$ cat src/rtl/sync_fifo_flex.sv
// Parametrised single-clock FIFO with occupancy count, almost-full/empty thresholds and optional FWFT read.
// Define SYNC_FIFO_FLEX_ERR_FLAGS_EN to add sticky overflow/underflow outputs.
module sync_fifo_flex #(
    parameter int DATA_WIDTH    = 8,
    parameter int ADDR_WIDTH    = 4,
    parameter int AFULL_THRESH  = 2**ADDR_WIDTH - 2,
    parameter int AEMPTY_THRESH = 2,
    parameter bit FWFT          = 1'b0
) (
    input  logic                  clk,
    input  logic                  reset,
    input  logic                  wr_en,
    input  logic [DATA_WIDTH-1:0] data_in,
    input  logic                  rd_en,
    output logic [DATA_WIDTH-1:0] data_out,
    output logic                  data_valid,
    output logic                  empty,
    output logic                  full,
    output logic                  almost_empty,
    output logic                  almost_full,
    output logic [ADDR_WIDTH:0]   count
`ifdef SYNC_FIFO_FLEX_ERR_FLAGS_EN
    ,
    output logic                  overflow,
    output logic                  underflow
`endif
);

    localparam int DEPTH = 2**ADDR_WIDTH;
    localparam logic [ADDR_WIDTH:0] DEPTH_C  = (ADDR_WIDTH+1)'(DEPTH);
    localparam logic [ADDR_WIDTH:0] AFULL_C  = (ADDR_WIDTH+1)'(AFULL_THRESH);
    localparam logic [ADDR_WIDTH:0] AEMPTY_C = (ADDR_WIDTH+1)'(AEMPTY_THRESH);

    if (!(AEMPTY_THRESH >= 0 && AEMPTY_THRESH < AFULL_THRESH && AFULL_THRESH <= DEPTH)) begin : g_bad_cfg
        $error("sync_fifo_flex: need 0 <= AEMPTY_THRESH < AFULL_THRESH <= DEPTH");
    end

    logic [DATA_WIDTH-1:0] mem [DEPTH];
    logic [ADDR_WIDTH:0]   wr_ptr;
    logic [ADDR_WIDTH:0]   rd_ptr;
    logic                  rd_acc;
    logic                  wr_acc;

    // Occupancy is the registered pointer difference; the extra MSB tells full from empty.
    assign count        = wr_ptr - rd_ptr;
    assign empty        = (count == '0);
    assign full         = (count == DEPTH_C);
    assign almost_empty = (count <= AEMPTY_C);
    assign almost_full  = (count >= AFULL_C);

    assign rd_acc = rd_en & ~empty;
    assign wr_acc = wr_en & (~full | rd_acc);

    always_ff @(posedge clk) begin
        if (reset) begin
            wr_ptr <= '0;
            rd_ptr <= '0;
        end else begin
            if (wr_acc) wr_ptr <= wr_ptr + 1'b1;
            if (rd_acc) rd_ptr <= rd_ptr + 1'b1;
        end
    end

    always_ff @(posedge clk) begin
        if (!reset && wr_acc) mem[wr_ptr[ADDR_WIDTH-1:0]] <= data_in;
    end

    if (FWFT) begin : g_fwft
        // Head word is shown combinationally; zero while empty so reset clears the output.
        assign data_out   = empty ? '0 : mem[rd_ptr[ADDR_WIDTH-1:0]];
        assign data_valid = ~empty;
    end else begin : g_std
        always_ff @(posedge clk) begin
            if (reset) begin
                data_out   <= '0;
                data_valid <= 1'b0;
            end else begin
                data_valid <= rd_acc;
                if (rd_acc) data_out <= mem[rd_ptr[ADDR_WIDTH-1:0]];
            end
        end
    end

`ifdef SYNC_FIFO_FLEX_ERR_FLAGS_EN
    always_ff @(posedge clk) begin
        if (reset) begin
            overflow  <= 1'b0;
            underflow <= 1'b0;
        end else begin
            if (wr_en & full & ~rd_acc) overflow <= 1'b1;
            if (rd_en & empty) underflow <= 1'b1;
        end
    end
`endif

endmodule

$ cat config.mk
export PLATFORM = sky130hd
export DESIGN_NAME = sync_fifo_flex
export DESIGN_NICKNAME = d
export VERILOG_FILES = /design/src/rtl/sync_fifo_flex.sv
export SDC_FILE = /design/constraint.sdc
export NUM_CORES = 1
export LEC_CHECK = 0
export CORE_MARGIN = 2
export CORE_UTILIZATION = 27
export DETAILED_ROUTE_END_ITERATION = 10
export PLACE_DENSITY = 0.43
export RECOVER_POWER = 100
export SLEW_MARGIN = 10
export SYNTH_ARGS = -nofsm -noshare
export SYNTH_HDL_FRONTEND = slang
export SYNTH_SLANG_ARGS = --single-unit
$ cat constraint.sdc
create_clock -name clk -period 4.2 [get_ports clk]
set_input_delay 0.84 -clock clk [delete_from_list [all_inputs] [get_ports clk]]
set_output_delay 0.84 -clock clk [all_outputs]
set_load 0.005 [all_outputs]
==> metrics.txt, run 1 <==
status=finished, final reports clean; Synth Register Bits=147; antenna violations before repair=0; Sw Share=26.1%; Clock Pin Slew Worst Setup and Hold Paths=0.06 ns; WP data required=3.36 ns; H-tree depth=4; CP Launch Type=flip-flop; Final Hold Slack=0.450 ns; Slew @ Worst Pin=1.10 ns; via count=3139; worst-skew pair later-pin latency=0.42 ns; nets=414; Critical Path Most Common Cell=inv_1; Antenna diodes=0; total wire length=13.5 mm; final instance area=7210 sq um; Final Cycle Share=92.4%; pwr dens=583 nW/um^2; worst min path class=flip-flop to flip-flop; Ports=30; CTS Sinks=147; EDFF count, synth=128; post-route insts no fill=684; Setup Skew=0.00766 ns; placed inst area=6680 sq um; Final min period=3.88 ns; largest net degree at the start of global routing=36; final setup fails=0; Syn-to-layout area delta=21.5%; first-pass GRT wire length=20.6 mm; Max Buffers Root-to-Sink=2; Post-synth ARST share=0%; total track usage=12.2%; Final Hold Vio Count=0; Worst VDD drop=0.248 mV; yosys warns=0; Starting Density=27.4%; critical path depth in cells=9; Die Area=23200 sq um; GRT overflow=0; gate count of the mapped netlist=337; DR iter-0 viols=217; WL/cell=19.8 um; Net Sw Power=1.10 mW; CP bufs+invs=3; core area=21700 sq um; Seq pwr share=39.8%; commonest non-fill, non-tap cell in the layout=edfxtp_1; layout cell share with drive strength beyond 1=22.0%; Rows=54; CP cell instances=inv_1 -> ha_1 -> fa_1 -> nand2b_1 -> a21oi_1 -> xor2_1 -> inv_1 -> a31o_1 -> clkdlybuf4s50_1; First-pass DRT Iterations=4; PortBufs=29; max-slew violations=0; Die Y=152 um; final worst slack=0.317 ns; FF-to-FF setup slack=0.48 ns; Worst setup EP type=output pin; Fmax achieved=258 MHz; Setup crit start=wr_ptr[0]$_SDFFE_PP0P_; final weighted congestion in routability-driven placement=0.728; R2R depth=10; combinational fraction of design power=22.7%; Post-Syn Area=5930 sq um; Leak=2.35 nW; hold_buf cts=0; slowest stage cell, crit path=clkdlybuf4s50_1; Reg2Reg Launch Point=wr_ptr[0]$_SDFFE_PP0P_; placed instance count=652; Crit Reg-Reg Endpoint=mem[11][4]$_DFFE_PP_; CTS tree=yes; Clk pwr share=37.5%; Post-Synthesis Net Count=359; post-synthesis cell type count=40; RSZ-0062 raised after global routing=false; pre-CTS WS=0.537 ns; Routed Antenna Nets=0; sequential area share after synthesis=71.2%; CP peak stage delay=0.44 ns; max_slew headroom=26.5%; CP Class=flip-flop to output pin; Die W=152 um; Vias/cell=4.59; Max Cap Viol=0; CP arrival=3.04 ns; crit-path leading delay family=buffers and inverters; post-detailed-route DRC marker count=0; CTS Root Cell=clkbuf_16; crit path max fanout=6; dpl hpwl=8.62 mm; Most used DFF post-synth=edfxtp_1; vias in the first global route=3360; TritonCTS buffer count=17; Setup TNS=0 ns; Critical Path End=almost_full; internal power=3.11 mW; Mapped Avg Cell Area=17.6 sq um; most frequent cells in the layout=128 x edfxtp_1, 32 x mux4_2, 22 x nand2_1, 20 x dlygate4sd3_1, 18 x dfxtp_1
[synth_stat cells, types with 2 or more instances]
master,n,area (sq um)
clkbuf_1,7,26.3
xnor2_1,2,17.5
buf_2,3,15.0
inv_1,6,22.5
nor2_1,11,41.3
buf_4,5,37.5
or3_1,12,75.1
o21ai_0,4,20.0
o21ai_2,2,17.5
mux2i_1,3,30.0
a21oi_1,13,65.1
mux4_2,32,721
o22ai_1,14,87.6
nand2_1,22,82.6
ha_1,9,113
nor4_1,4,25.0
edfxtp_1,128,3840
nand3_1,3,15.0
nand2b_1,3,18.8
xor2_1,3,26.3
nor3_1,13,65.1
dfxtp_1,19,380
inv_2,2,7.51
[kinds of logic (layout without fill, tap and decap cells)]
kind of cell	count (synthesis)	count (layout)	synth area share (%)
AO/OA/AOI/OAI	40	40	4.17
XOR/XNOR	7	7	1.29
adder cells (fa/ha/maj)	10	10	2.23
buffers and inverters	24	91	2.02
flip-flops	147	147	71.2
multiplexers	36	36	13.0
AND/OR/NAND/NOR	73	73	6.07
[final cells by class]
type / instances / area (sq um)
clock buffers: 19 / 433
inverters: 8 / 30.0
multi-input cells: 166 / 1580
flip-flops and latches: 147 / 4230
well taps: 280 / 350
fillers: 2090 / 14500
clock inverters: 12 / 178
repair buffers: 52 / 415
[flip-flops by register name, summed over array words and instances, names as in the netlist]
signal,flops
data_out,8
data_valid,1
mem,128
rd_ptr,5
wr_ptr,5
[power by group through the flow]
| stage | clock network [mW] | registers (mW) | logic [mW] |
|---|---|---|---|
| after floorplan | 0 | 1.71 | 0.642 |
| after global placement | 0 | 1.71 | 1.03 |
| after detailed placement | 0 | 1.71 | 1.03 |
| after CTS | 1.61 | 1.68 | 1.03 |
| after global routing | 1.67 | 1.68 | 1.06 |
| final | 1.58 | 1.68 | 0.955 |
[worst min path at each step]
stage / startpoint / endpoint / slack [ns] / cells past startpoint
5_1_grt: data_out[0]$_SDFFE_PP0P_ / data_out[0]$_SDFFE_PP0P_ / 0.47 / 2
6_report: data_out[5]$_SDFFE_PP0P_ / data_out[5]$_SDFFE_PP0P_ / 0.45 / 2
3_5_place_dp: data_out[0]$_SDFFE_PP0P_ / data_out[0]$_SDFFE_PP0P_ / 0.45 / 2
2_1_floorplan: data_out[0]$_SDFFE_PP0P_ / data_out[0]$_SDFFE_PP0P_ / 0.45 / 2
3_3_place_gp: data_out[6]$_SDFFE_PP0P_ / data_out[6]$_SDFFE_PP0P_ / 0.45 / 2
4_1_cts: data_out[0]$_SDFFE_PP0P_ / data_out[0]$_SDFFE_PP0P_ / 0.46 / 2
[metal layers]
layer  vias up  global-route usage, %  part of all wire [%]
met5         -                      0                     0
met4         0                   4.63                   2.2
met3        14                   2.93                   3.1
met2        47                   19.9                    49
met1      1624                   16.0                    46
li1       1454                      -                     -
[through the flow]
| stage | power (mW) | utilization [%] |
|---|---|---|
| final | 4.20 | 33.3 |
| after global routing | 4.41 | 33.3 |
| after CTS | 4.32 | 33.6 |
| after detailed placement | 2.74 | 30.8 |
| after global placement | 2.74 | 30.8 |
| after floorplan | 2.35 | - |
[what timing repair did]
item	4_1_cts	5_1_grt
endpoints found under the setup margin	0	1
buffers inserted	0	1
gates resized for setup	0	2
[worst min-delay path, delay by kind of cell (launching register included)]
kind	cells	cell delay [ns]
flip-flops	1	0.30
AND/OR/NAND/NOR	1	0.05
AO/OA/AOI/OAI	1	0.05
No activity file was read; power rests on OpenSTA's default activity.
==> run 2, diff against run 1 <==
ABC_CLOCK_PERIOD_IN_PS = 4200   (was not set)
==> results of run 2 <==
No change in the layout: final DEF, timing and power equal those of run 1.
